$ cat src/rtl/z80_exec_sequencer_if.sv
`default_nettype none
//------------------------------------------------------------------------------
// z80_exec_sequencer_if : loader / CPU-bus / register-set handshake bundle.
// Optional timeout_err member exists only with Z80_EXEC_TIMEOUT_EN.
// Revision 1.0
//------------------------------------------------------------------------------
interface z80_exec_sequencer_if;
   logic        load_active;
   logic        exec_req;
   logic [15:0] exec_addr_in;
   logic [1:0]  exec_method_in;
   logic        cpu_busak_n;
   logic        cpu_busrq_n;
   logic [15:0] execute_addr;
   logic [1:0]  execute_method;
   logic        execute_enable;
   logic        busy;
   logic        done;
`ifdef Z80_EXEC_TIMEOUT_EN
   logic        timeout_err;
`endif

   modport master (
      output load_active, exec_req, exec_addr_in, exec_method_in, cpu_busak_n,
      input  cpu_busrq_n, execute_addr, execute_method, execute_enable, busy, done
`ifdef Z80_EXEC_TIMEOUT_EN
      , input timeout_err
`endif
   );

   modport slave (
      input  load_active, exec_req, exec_addr_in, exec_method_in, cpu_busak_n,
      output cpu_busrq_n, execute_addr, execute_method, execute_enable, busy, done
`ifdef Z80_EXEC_TIMEOUT_EN
      , output timeout_err
`endif
   );
endinterface
`default_nettype wire

$ cat src/rtl/z80_exec_sequencer.sv
`default_nettype none
//------------------------------------------------------------------------------
// z80_exec_sequencer : takes the Z80 bus and strobes the register-set loader.
// Optional BUSAK timeout via macro Z80_EXEC_TIMEOUT_EN.     Revision 1.0
//------------------------------------------------------------------------------
module z80_exec_sequencer #(
   parameter int SET_CYCLES    = 4,
   parameter int SETTLE_CYCLES = 2
`ifdef Z80_EXEC_TIMEOUT_EN
   ,
   parameter logic [15:0] ACK_TIMEOUT = 16'hFFFF
`endif
) (
   input  wire                   clk_sys,
   input  wire                   reset,
   z80_exec_sequencer_if.slave   bus
);

   localparam logic [3:0] SET_LOAD    = 4'(SET_CYCLES - 1);
   localparam logic [3:0] SETTLE_LOAD = 4'((SETTLE_CYCLES > 0) ? SETTLE_CYCLES - 1 : 0);
`ifdef Z80_EXEC_TIMEOUT_EN
   localparam logic [15:0] ACK_LIMIT  = ACK_TIMEOUT - 16'd1;
`endif

   typedef enum logic [2:0] {
      IDLE      = 3'd0,
      WAIT_LOAD = 3'd1,
      REQ_BUS   = 3'd2,
      SET       = 3'd3,
      SETTLE    = 3'd4,
      RELEASE   = 3'd5
   } state_t;

   state_t      state;
   logic [3:0]  cnt;
`ifdef Z80_EXEC_TIMEOUT_EN
   logic [15:0] ack_cnt;
`endif

   always_ff @(posedge clk_sys or posedge reset) begin
      if (reset) begin
         state              <= IDLE;
         cnt                <= 4'd0;
         bus.cpu_busrq_n    <= 1'b1;
         bus.execute_enable <= 1'b0;
         bus.execute_addr   <= 16'h0000;
         bus.execute_method <= 2'b00;
         bus.busy           <= 1'b0;
         bus.done           <= 1'b0;
`ifdef Z80_EXEC_TIMEOUT_EN
         ack_cnt            <= 16'd0;
         bus.timeout_err    <= 1'b0;
`endif
      end else begin
         bus.done <= 1'b0;
         case (state)
            IDLE: begin
               if (bus.exec_req) begin
                  bus.execute_addr   <= bus.exec_addr_in;
                  bus.execute_method <= bus.exec_method_in;
                  bus.busy           <= 1'b1;
                  if (bus.load_active) begin
                     state <= WAIT_LOAD;
                  end else begin
                     state           <= REQ_BUS;
                     bus.cpu_busrq_n <= 1'b0;
`ifdef Z80_EXEC_TIMEOUT_EN
                     ack_cnt         <= 16'd0;
`endif
                  end
               end
            end
            WAIT_LOAD: begin
               if (!bus.load_active) begin
                  state           <= REQ_BUS;
                  bus.cpu_busrq_n <= 1'b0;
`ifdef Z80_EXEC_TIMEOUT_EN
                  ack_cnt         <= 16'd0;
`endif
               end
            end
            REQ_BUS: begin
               if (!bus.cpu_busak_n) begin
                  state              <= SET;
                  cnt                <= SET_LOAD;
                  bus.execute_enable <= 1'b1;
`ifdef Z80_EXEC_TIMEOUT_EN
               end else if (ack_cnt == ACK_LIMIT) begin
                  // Give the bus back without ever touching the register-set block.
                  state           <= IDLE;
                  bus.cpu_busrq_n <= 1'b1;
                  bus.timeout_err <= 1'b1;
                  bus.done        <= 1'b1;
                  bus.busy        <= 1'b0;
               end else begin
                  ack_cnt <= ack_cnt + 16'd1;
`endif
               end
            end
            SET: begin
               if (cnt == 4'd0) begin
                  bus.execute_enable <= 1'b0;
                  if (SETTLE_CYCLES == 0) begin
                     state           <= RELEASE;
                     bus.cpu_busrq_n <= 1'b1;
                  end else begin
                     state <= SETTLE;
                     cnt   <= SETTLE_LOAD;
                  end
               end else begin
                  cnt <= cnt - 4'd1;
               end
            end
            SETTLE: begin
               if (cnt == 4'd0) begin
                  state           <= RELEASE;
                  bus.cpu_busrq_n <= 1'b1;
               end else begin
                  cnt <= cnt - 4'd1;
               end
            end
            RELEASE: begin
               if (bus.cpu_busak_n) begin
                  state    <= IDLE;
                  bus.done <= 1'b1;
                  bus.busy <= 1'b0;
               end
            end
            default: state <= IDLE;
         endcase
      end
   end

endmodule
`default_nettype wire

$ cat src/flat_wrapper.sv
// flat-port wrapper written by rule: the top's interface ports become plain ports
module z80_exec_sequencer_flat 
#(
   parameter int SET_CYCLES    = 4,
   parameter int SETTLE_CYCLES = 2

)
  (clk_sys, reset, bus_load_active, bus_exec_req, bus_exec_addr_in, bus_exec_method_in, bus_cpu_busak_n, bus_cpu_busrq_n, bus_execute_addr, bus_execute_method, bus_execute_enable, bus_busy, bus_done);
  z80_exec_sequencer_if bus_i ();
  input  wire clk_sys;
  input  wire reset;
  input wire logic [$bits(bus_i.load_active)-1:0] bus_load_active;
  input wire logic [$bits(bus_i.exec_req)-1:0] bus_exec_req;
  input wire logic [$bits(bus_i.exec_addr_in)-1:0] bus_exec_addr_in;
  input wire logic [$bits(bus_i.exec_method_in)-1:0] bus_exec_method_in;
  input wire logic [$bits(bus_i.cpu_busak_n)-1:0] bus_cpu_busak_n;
  output wire logic [$bits(bus_i.cpu_busrq_n)-1:0] bus_cpu_busrq_n;
  output wire logic [$bits(bus_i.execute_addr)-1:0] bus_execute_addr;
  output wire logic [$bits(bus_i.execute_method)-1:0] bus_execute_method;
  output wire logic [$bits(bus_i.execute_enable)-1:0] bus_execute_enable;
  output wire logic [$bits(bus_i.busy)-1:0] bus_busy;
  output wire logic [$bits(bus_i.done)-1:0] bus_done;
  assign bus_i.load_active = bus_load_active;
  assign bus_i.exec_req = bus_exec_req;
  assign bus_i.exec_addr_in = bus_exec_addr_in;
  assign bus_i.exec_method_in = bus_exec_method_in;
  assign bus_i.cpu_busak_n = bus_cpu_busak_n;
  assign bus_cpu_busrq_n = bus_i.cpu_busrq_n;
  assign bus_execute_addr = bus_i.execute_addr;
  assign bus_execute_method = bus_i.execute_method;
  assign bus_execute_enable = bus_i.execute_enable;
  assign bus_busy = bus_i.busy;
  assign bus_done = bus_i.done;
  z80_exec_sequencer #(.SET_CYCLES(SET_CYCLES), .SETTLE_CYCLES(SETTLE_CYCLES)) u_core (.clk_sys(clk_sys), .reset(reset), .bus(bus_i));
endmodule
$ cat config.mk
export PLATFORM = sky130hd
export DESIGN_NAME = z80_exec_sequencer_flat
export DESIGN_NICKNAME = d
export VERILOG_FILES = /design/src/rtl/z80_exec_sequencer_if.sv /design/src/rtl/z80_exec_sequencer.sv /design/src/flat_wrapper.sv
export SDC_FILE = /design/constraint.sdc
export NUM_CORES = 1
export LEC_CHECK = 0
export BUFFER_PORTS_ARGS = -buffer_cell sky130_fd_sc_hd__buf_2
export CELL_PAD_IN_SITES_DETAIL_PLACEMENT = 2
export CELL_PAD_IN_SITES_GLOBAL_PLACEMENT = 2
export CORE_ASPECT_RATIO = 0.75
export CORE_MARGIN = 10
export CORE_UTILIZATION = 34
export DETAILED_ROUTE_END_ITERATION = 8
export HOLD_SLACK_MARGIN = 0.15
export PLACE_DENSITY = 0.87
export SETUP_SLACK_MARGIN = 0.4
export SYNTH_ARGS = -nofsm -noshare
export SYNTH_HDL_FRONTEND = slang
export SYNTH_SLANG_ARGS = --single-unit
$ cat constraint.sdc
create_clock -name clk_sys -period 2.8 [get_ports clk_sys]
set_input_delay 0.56 -clock clk_sys [delete_from_list [all_inputs] [get_ports clk_sys]]
set_output_delay 0.56 -clock clk_sys [all_outputs]
set_load 0.1 [all_outputs]
# [Word level (Yosys, flattened, before mapping)]
# Cells that the tools add are included.
[op_classes] n_reduce_logical=12 add_sub_neg=1 n_mux=24 n_eq_ne=12
[ops] operator="$mux W3" count=6
[ops] operator="$pmux W3 S6" count=1
[ops] operator="$mux W4" count=3
[ops] operator="$pmux W4 S3" count=1
[ops] operator="$reduce_and A3 Y1" count=4
[ops] operator="$ne A2 B2 Y1 const B" count=5
[ops] operator="$mux W1" count=9
[ops] operator="$eq A3 B2 Y1 const B" count=2
[ops] operator="$eq A3 B3 Y1 const B" count=2
[ops] operator="$reduce_and A6 Y1" count=1
[ops] operator="$reduce_bool A3 Y1" count=2
[ops] operator="$logic_not A4 Y1" count=1
[ops] operator="$ne A2 B1 Y1 const B" count=2
[ops] operator="$pmux W1 S2" count=2
[ops] operator="$reduce_bool A2 Y1" count=2
[ops] operator="$sub A4 B1 Y4 const B" count=1
[ops] operator="$eq A3 B1 Y1 const B" count=1
[ops] operator="$logic_not A3 Y1" count=1
[ops] operator="$pmux W1 S3" count=1
[ops] operator="$mux W2" count=1
[ops] operator="$reduce_and A2 Y1" count=1
[totals] inputBits=23 reg_bits=29 out_inout_bits=22 wordCells=57

# [Depth between registers and ports, before layout]
# Gate-level depths: netlist of run 1.
[logic_depth] word_depth=3 mapped_depth=6 mapped_depth_nobuf=6

# [Worst setup path after synthesis of run 1]
# OpenSTA, ideal clock, no wires.
[synth_path] path_kind="register to register" start="register u_core.state[0]" end="register u_core.state[0]" path_slack_ps=1272 path_buffers=0 setup_time_ps=125 arrival_ps=1403 stages_incl_launch_ff=5 t_required_ps=2675 period_less_slack_ps=1528 cell_sequence="dfrtp_1 -> or3b_4 -> a21oi_4 -> o21bai_4 -> mux2_4"
[synth_via] elab_chain_len=3 word_cells_on_any_way=14 cone_classes="11 x eq/ne; 1 x mux; 2 x reduce/logical"
[synth_lines] item="start, declared" line_no="z80_exec_sequencer.sv:34" source="state_t state;"
[synth_lines] item="start signal, assigned" line_no="z80_exec_sequencer.sv:42" source="state <= IDLE;"
[synth_lines] item="start signal, assigned" line_no="z80_exec_sequencer.sv:63" source="state <= WAIT_LOAD;"
[synth_lines] item="start signal, assigned" line_no="z80_exec_sequencer.sv:65" source="state <= REQ_BUS;"
[synth_lines] item="$eq A3 B3 Y1, or another cell as far along" line_no="z80_exec_sequencer.sv:56" source="case (state)"
[synth_lines] item="$ne A2 B1 Y1 (no source line) / $ne A2 B2 Y1 (equally long branches)"
[synth_lines] item="$reduce_and A6 Y1 (no source line)"
# Several ways; a longest one is shown, not always the timed one.
# A chain may end at the register's enable or synchronous reset.

# [Worst setup path in the final report of run 1]
# Ends and elaborated chain as after synthesis.

==> results of run 1 <==
[layout make-up]
type	instances	area share
clock buffers	5	0.0387
clock inverters	2	0.0197
inverters	6	0.0126
multi-input cells	71	0.350
flip-flops and latches	29	0.408
well taps	55	0.0387
repair buffers	46	0.132
[metal layers]
metal	up-vias	wire (um)	global-route usage	share of wire
li1	489	-	-	-
met1	544	1600	0.130	0.37
met2	39	2090	0.227	0.49
met3	12	492	0.0837	0.11
met4	0	97	0.0639	0.023
met5	-	0	0	0
[state kept, by name, summed over array words and instances (netlist names)]
signal / cells
u_core.cnt: 4
u_core.bus.execute_method: 2
u_core.bus.cpu_busrq_n: 1
u_core.bus.execute_enable: 1
u_core.bus.busy: 1
u_core.bus.execute_addr: 16
u_core.bus.done: 1
u_core.state: 3
[per-stage QoR]
stage | util | area (um^2) | setup slack (ps)
after CTS | 0.442 | 1780 | 913
after global routing | 0.442 | 1780 | 813
final | 0.442 | 1780 | 935
after global placement | 0.416 | 1680 | 1050
after floorplan | - | 1400 | 1270
after detailed placement | 0.416 | 1680 | 955
[cells in the mapped netlist, drive strengths merged, types with 2 or more instances]
cell type,number
buf,5
o21ai,5
ha,2
a2bb2oi,2
o21bai,3
inv,6
nor2,6
a31oi,2
a21oi,8
nand2,5
dfrtp,28
or3b,2
nor3b,3
mux2,19
[worst max path at each step]
stage / slack, ps / end / start / cells after the start
after floorplan: 1270 / u_core.state[0] / u_core.state[0] / 4
after global placement: 1050 / u_core.state[0] / u_core.state[0] / 4
after detailed placement: 960 / u_core.state[0] / u_core.state[0] / 4
after CTS: 910 / u_core.state[0] / u_core.state[0] / 4
after global routing: 810 / u_core.state[0] / u_core.state[0] / 4
final: 930 / u_core.state[0] / u_core.state[0] / 4
[cells by family (layout without fill, tap and decap cells)]
kind of cell / Yosys count / after routing / share of synthesized area
AOI/OAI and AO/OA: 24 / 24 / 0.137
DFF: 29 / 29 / 0.518
and+or+nand+nor: 25 / 25 / 0.120
buffers and inverters: 11 / 59 / 0.0446
muxes: 20 / 20 / 0.162
adders and majority gates: 2 / 2 / 0.0178
[worst register-to-register path: stages, from the launching register on]
cell      delay (ps)
dfrtp_1          740
nand3b_1         310
a21oi_4          240
o21bai_4         150
mux2_4           310
==> run summary, run 1 <==
Outcome: finished, final reports clean
Post-DRT Antenna Nets: 0
Most common cell after layout, fill and taps aside: buf_2
Chip height: 75.7 um
Critical R2R Capture: u_core.state[0]
Multi-input gate area: 623 um^2
Fillers: 429
R2R depth: 4
Largest net degree at the start of global routing: 30
Cells after synthesis: 111
Worst EP arrival: 2030 ps
Starting Density: 0.348
FF+latch count, synth: 29
Core region area: 4030 um^2
IO Pins: 45
First-pass GRT wire length: 7220 um
Rel. slew slack: 0.582
Final period utilization: 0.666
Nets: 184
DRC viols: 0
CP required: 2960 ps
Kind of cell adding the most delay to the critical path: flip-flops
Post-synth net total: 136
Endpoints failing hold: 0
Hold Buf Count CTS: 0
Hold crit path type: input port to asynchronous set/reset pin
FFs w/ async S/R, synth: 1.00
Die width: 94.2 um
Yosys cell types: 41
RePlAce Congestion: 0.834
DR vias/cell: 5.07
CTS Buffer Depth: 2
Crit-path max cell delay: 740 ps
GR Util All Layers: 0.135
Yosys warns: 0
Number of global-route vias before repair: 1314
Initial drt markers: 33
Worst flop-to-flop path startpoint: u_core.state[0]
Register clock-pin slew on the reported worst setup and hold paths: 70 ps
Setup Viol. Count Final: 0
Slew @ Worst Pin: 627 ps
Layout Skew: 7.62 ps
Seq/Total Area, Yosys: 0.518
Fin Hold WS: 360 ps
Post-synth EDFFs: 0
Commonest cells after routing, fill and taps aside: 44 x buf_2, 28 x dfrtp_1, 9 x mux2_1, 9 x mux2_2, 7 x a21oi_1
Clock root cell: clkbuf_8
Die footprint: 7130 um^2
Synth Flop Type: dfrtp_1
GR Overflow Total: 0
Storage cell area: 727 um^2
# Max-Cap Violations: 0
Setup_tns: 0 ps
Resized Gates After CTS: 0
Area delta synth->final: 26.8%
Setup crit end kind: flip-flop
Via Count: 1084
Clock Latency Late Sink: 280 ps
Worst setup SP type: flip-flop
Sink Count: 29
CP Cell Sequence: nand3b_1, a21oi_4, o21bai_4, mux2_4
Area share of the largest cell type after synthesis: 0.499
RSZ-0062 raised after global routing: false
Inserted Clock Buffers: 5
Syn Area/Cell: 12.6 um^2
Crit Path Max Fanout: 15
CP Class: flip-flop to flip-flop
H-tree depth: 2
Placed insts: 207
Final HPWL DP: 3210 um
Post-Route WL: 4290 um
Crit-path slowest cell: dfrtp_1
CP Buf/Inv Count: 0
Port Buffers: 44
Final Non-Filler Cells: 214
Rows: 20
Netlist Area Pre-Place: 1400 um^2
Layout cell share with drive strength beyond 1: 0.459
Routed WL per cell: 20.0 um
Post-synth top area cell: dfrtp_1
Antenna Cells: 0
Max-slew violations: 0
CTS tree: yes
Initial antenna violation count: 1
Maximum clock rate: 536 MHz
Crit path time final: 1870 ps
Setup bufs post-CTS: 0
DRT Pass-1 Iters: 2
Top post-synthesis cells by area: dfrtp_1 50%, mux2_1 7.2%, mux2_2 7.2%, a21oi_1 2.5%, dfstp_2 1.9%
Flop2flop setup slack: 930 ps
Power of run 1 is left out: the tool's default activity adds up to more than one toggle a clock period on the data nets, which glitch-free logic cannot reach.
==> run 2: changes to the inputs <==
--- a/config.mk
+++ b/config.mk
@@ -10,10 +10,10 @@
 export CELL_PAD_IN_SITES_GLOBAL_PLACEMENT = 2
 export CORE_ASPECT_RATIO = 0.75
 export CORE_MARGIN = 10
-export CORE_UTILIZATION = 34
+export CORE_UTILIZATION = 32
 export DETAILED_ROUTE_END_ITERATION = 8
 export HOLD_SLACK_MARGIN = 0.15
-export PLACE_DENSITY = 0.87
+export PLACE_DENSITY = 0.82
 export SETUP_SLACK_MARGIN = 0.4
 export SYNTH_ARGS = -nofsm -noshare
 export SYNTH_HDL_FRONTEND = slang
==> constraint.sdc (replaced) <==
create_clock -name clk_sys -period 1.8 [get_ports clk_sys]
set_input_delay 0.36 -clock clk_sys [delete_from_list [all_inputs] [get_ports clk_sys]]
set_output_delay 0.36 -clock clk_sys [all_outputs]
set_load 0.1 [all_outputs]
==> run 2 against run 1 <==
Against the previous run:
- maximum frequency up 7.6%
- via count up 17%
- register-to-register slack worse by 870 ps
- critical path depth unchanged
- sequential share of layout area down 8.5 points
- final cell count up 13%
- first-iteration DRC count up 85%
- utilization up 10 points
- clock skew up 2.9 ps
- worst setup slack worse by 870 ps
- hold slack worse by 210 ps
- critical endpoint unchanged
==> run summary, run 2 (synthesis results as in run 1) <==
Outcome: finished, final reports clean
Hold crit path type: input port to asynchronous set/reset pin
R2R depth: 4 (unchanged)
CP Class: flip-flop to flip-flop
Routed WL per cell: 31.3 um (+56%)
Setup_tns: 0 ps (unchanged)
Via Count: 1265 (+17%)
Post-DRT Antenna Nets: 0 (unchanged)
Kind of cell adding the most delay to the critical path: flip-flops
Die width: 96.5 um (+2.4%)
Initial antenna violation count: 1 (unchanged)
Chip height: 77.4 um (+2.3%)
RePlAce Congestion: 0.760 (-8.9%)
Port Buffers: 44 (unchanged)
Clock Latency Late Sink: 300 ps (+20 ps)
Worst EP arrival: 1910 ps (-120 ps)
Initial drt markers: 61 (+85%)
Number of cells on the critical path: 4 (unchanged)
H-tree depth: 2 (unchanged)
CTS tree: yes
Rel. slew slack: 0.737 (+0.154)
DRT Pass-1 Iters: 4 (+2)
Maximum clock rate: 577 MHz (+7.6%)
Endpoints failing hold: 0 (unchanged)
CP Buf/Inv Count: 0 (unchanged)
Inserted Clock Buffers: 5 (unchanged)
Commonest cells after routing, fill and taps aside: 39 x buf_4, 26 x dfrtp_1, 22 x buf_2
IO Pins: 45 (unchanged)
Most common cell after layout, fill and taps aside: buf_4
Critical Path Start: u_core.state[0]
CTS Buffer Depth: 2 (unchanged)
Post-Route WL: 7590 um (+77%)
DR vias/cell: 5.23 (+3.2%)
First-pass GRT wire length: 9990 um (+38%)
Largest register FFs: 16 (unchanged)
DRC viols: 0 (unchanged)
Final HPWL DP: 3390 um (+5.6%)
Setup crit end kind: flip-flop
Worst setup SP type: flip-flop
GR Overflow Total: 0 (unchanged)
Nets: 211 (+15%)
Die footprint: 7460 um^2 (+4.7%)
Max-slew violations: 0 (unchanged)
# Max-Cap Violations: 0 (unchanged)
Crit Path Max Fanout: 5 (-10)
Hold Buf Count CTS: 0 (unchanged)
CP Cell Sequence: or3b_4, a21oi_4, o21bai_4, mux2_4
Largest Register: u_core.bus.execute_addr
Layout Skew: 10.6 ps (+2.94 ps)
Layout cell share with drive strength beyond 1: 0.684 (+0.225)
Crit-path max cell delay: 450 ps (-290 ps)
Largest net degree at the start of global routing: 30 (unchanged)
Clock root cell: clkbuf_8
CP required: 1970 ps (-990 ps)
GR Util All Layers: 0.182 (+0.0475)
Crit-path slowest cell: dfrtp_2
Register clock-pin slew on the reported worst setup and hold paths: 80 ps (about the same)
Final period utilization: 0.964 (+0.297)
Setup Viol. Count Final: 0 (unchanged)
Starting Density: 0.338 (-0.0105)
Slew @ Worst Pin: 395 ps (-231 ps)
Core region area: 4150 um^2 (+3.1%)
Worst flop-to-flop path startpoint: u_core.state[0]
Crit path time final: 1730 ps (-131 ps)
Sink Count: 29 (unchanged)
Largest regs: u_core.bus.execute_addr (16), u_core.cnt (4), u_core.state (3)
Area delta synth->final: 61.0%
Number of global-route vias before repair: 1441 (+9.7%)
Antenna Cells: 0 (unchanged)
Rows: 20 (unchanged)
RSZ-0062 raised after global routing: true
Fillers: 404 (-5.8%)
run 2: final cells by class:
| cell class | count | area (um^2) | area share |
|---|---|---|---|
| timing repair buffer | 73 | 583 | 0.258 |
| clock inverter | 3 | 17.5 | 0.00775 |
| clock buffer | 5 | 68.8 | 0.0305 |
| multi-input combinational | 71 | 769 | 0.341 |
| inverter | 6 | 22.5 | 0.00997 |
| tap | 55 | 68.8 | 0.0305 |
| sequential | 29 | 729 | 0.323 |
run 2: stage by stage:
stage	hold slack, ps	setup WS (ps)	cells	utilization	cell area (um^2)
6_report	150	65.5	242	0.544	2260
4_1_cts	154	179	229	0.499	2070
3_3_place_gp	442	237	211	0.422	1750
2_1_floorplan	437	277	111	-	1440
3_5_place_dp	462	152	211	0.422	1750
5_1_grt	192	40.0	242	0.544	2260
run 2: final timing paths:
kind | end | slack [ps]
worst max-delay path | u_core.state[0] | 70
worst min-delay path | u_core.bus.execute_addr[12] | 150
worst max register to register | u_core.state[0] | 70
worst min register to register | u_core.bus.execute_addr[8] | 540
max in group asynchronous | u_core.bus.cpu_busrq_n | 1310
min in group clk_sys | u_core.bus.execute_addr[8] | 300
run 2: metal layers:
metal | GRT usage | up-vias | wire length (um)
met5 | 0 | - | 11
met2 | 0.279 | 67 | 3510
met4 | 0.0478 | 2 | 72
met3 | 0.0798 | 7 | 769
li1 | - | 541 | -
met1 | 0.229 | 648 | 3230
run 2: worst min-delay path, stage by stage:
cell	delay, ps
buf_2	100
inv_1	50
buf_4	360
run 2: what timing repair did:
action,in CTS,in global routing
pin swaps,6,3
endpoints found under the setup margin,49,31
resized for setup,44,22
cloned,1,2
buffers inserted,9,11
Power of run 2 is left out for the same reason.
==> run 3: changes to the inputs <==
--- a/config.mk
+++ b/config.mk
@@ -8,9 +8,10 @@
 export BUFFER_PORTS_ARGS = -buffer_cell sky130_fd_sc_hd__buf_2
 export CELL_PAD_IN_SITES_DETAIL_PLACEMENT = 2
 export CELL_PAD_IN_SITES_GLOBAL_PLACEMENT = 2
-export CORE_ASPECT_RATIO = 0.75
+export CORE_ASPECT_RATIO = 1.4
 export CORE_MARGIN = 10
 export CORE_UTILIZATION = 32
+export CTS_CLUSTER_DIAMETER = 200
 export DETAILED_ROUTE_END_ITERATION = 8
 export HOLD_SLACK_MARGIN = 0.15
 export PLACE_DENSITY = 0.82
==> run 3 against run 2 <==
Against the previous run:
- utilization down 2.2 points
- worst setup slack better by 34 ps
- critical endpoint unchanged
- clock skew decreased by 4.4 ps
==> run summary, run 3 (synthesis results as in run 1) <==
Outcome: finished, final reports clean
Sink Count: 29 (unchanged)
CP required: 1970 ps (about the same)
CTS Buffer Depth: 2 (unchanged)
Setup crit end kind: flip-flop
Post-Route WL: 5600 um (-26%)
DR vias/cell: 4.90 (-6.3%)
Top sig layer: met4
# Max-Cap Violations: 0 (unchanged)
Hold crit path type: input port to flip-flop
Largest Register: u_core.bus.execute_addr
Port Buffers: 44 (unchanged)
Crit path time final: 1700 ps (-34.1 ps)
Setup Viol. Count Final: 0 (unchanged)
Commonest cells after routing, fill and taps aside: 38 x buf_4, 27 x dfrtp_1, 22 x buf_2
Die width: 76.0 um (-21%)
Multi-input gate area: 718 um^2 (-6.7%)
Met2 WL: 3220 um (-8.1%)
Clock Latency Late Sink: 290 ps (about the same)
RePlAce Congestion: 0.817 (+7.5%)
Clock root cell: clkbuf_8
Post-DRT Antenna Nets: 0 (unchanged)
H-tree depth: 2 (unchanged)
Final HPWL DP: 3270 um (-3.5%)
Chip height: 98.4 um (+27%)
Metal-1 WL: 1930 um (-40%)
Area delta synth->final: 57.7%
Most common cell after layout, fill and taps aside: buf_4
GR Util All Layers: 0.141 (-0.0411)
Routed WL per cell: 22.9 um (-27%)
Slew @ Worst Pin: 349 ps (-46.0 ps)
Initial antenna violation count: 0 (-1)
DRT Pass-1 Iters: 4 (unchanged)
Nets: 209 (-0.95%)
Final period utilization: 0.945 (-0.0189)
Fillers: 410 (+1.5%)
CTS tree: yes
Routed length on met3: 309 um (-60%)
Layout Skew: 6.16 ps (-4.40 ps)
Via Count: 1200 (-5.1%)
IO Pins: 45 (unchanged)
Layout cell share with drive strength beyond 1: 0.638 (-0.0467)
First-pass GRT wire length: 8140 um (-19%)
Inserted Clock Buffers: 5 (unchanged)
Core region area: 4240 um^2 (+2.0%)
DRC viols: 0 (unchanged)
Rows: 28 (+40%)
Largest net degree at the start of global routing: 23 (-23%)
Maximum clock rate: 588 MHz (+2.0%)
Worst setup SP type: flip-flop
Initial drt markers: 43 (-30%)
Largest register FFs: 16 (unchanged)
Die footprint: 7470 um^2 (+0.14%)
Number of global-route vias before repair: 1407 (-2.4%)
RSZ-0062 raised after global routing: true
Crit Path Max Fanout: 3 (-2)
Antenna Cells: 0 (unchanged)
Largest regs: u_core.bus.execute_addr (16), u_core.cnt (4), u_core.state (3)
Register clock-pin slew on the reported worst setup and hold paths: 70 ps (about the same)
CP Class: flip-flop to flip-flop
Storage cell area: 728 um^2 (-0.17%)
GR Overflow Total: 0 (unchanged)
Starting Density: 0.331 (-0.00678)
Setup_tns: 0 ps (unchanged)
Rel. slew slack: 0.767 (+0.0300)
Endpoints failing hold: 0 (unchanged)
Max-slew violations: 0 (unchanged)
Worst EP arrival: 1880 ps (-30 ps)
==> run 3: path summary, 6_finish.rpt <==
check,end,depth (start not counted),startpoint,slack (ps)
worst max-delay path,u_core.state[0],5,u_core.state[2],100
worst min-delay path,u_core.bus.execute_addr[5],2,bus_exec_addr_in[5],300
worst max register to register,u_core.state[0],5,u_core.state[2],100
worst min register to register,u_core.bus.execute_addr[7],1,u_core.bus.execute_addr[7],520
max in group asynchronous,u_core.bus.cpu_busrq_n,4,reset,570
min in group asynchronous,u_core.bus.execute_addr[15],3,reset,570
==> run 3: layout make-up <==
| cell class | instances | area share |
|---|---|---|
| repair buffers | 71 | 0.250 |
| well taps | 60 | 0.0339 |
| multi-input cells | 71 | 0.324 |
| flip-flops and latches | 29 | 0.329 |
| clock inverters | 1 | 0.0136 |
| inverters | 6 | 0.0102 |
| clock buffers | 7 | 0.0390 |
==> run 3: per-stage QoR <==
step	worst slack, ps	hold slack (ps)	area (um^2)	util	cells
global route	62.2	302	2210	0.522	245
CTS	205	303	2130	0.502	240
finish	99.6	302	2210	0.522	245
global placement	232	300	1760	0.415	216
floorplan	277	437	1440	-	111
detailed placement	123	311	1760	0.415	216
==> run 3: metal layers <==
| metal | vias to the layer above | global-route usage |
|---|---|---|
| li1 | 535 | - |
| met4 | 0 | 0.0658 |
| met1 | 611 | 0.134 |
| met2 | 45 | 0.270 |
| met5 | - | 0 |
| met3 | 9 | 0.0422 |
==> run 3: critical path: stages (launching register included) <==
cell and delay [ps]:
dfrtp_1 410, buf_6 130, nand3b_1 330, a21oi_4 240
o21bai_4 160, mux2_4 310
==> run 3: timing repair <==
item                                    CTS  global route
hold endpoints to repair                  7             0
endpoints found under the setup margin   47            29
buffers inserted                         14             5
pin swaps                                 2             4
hold buffers                              1             0
gates resized for setup                  34            15
cloned                                    1             0
Power of run 3 is left out for the same reason.
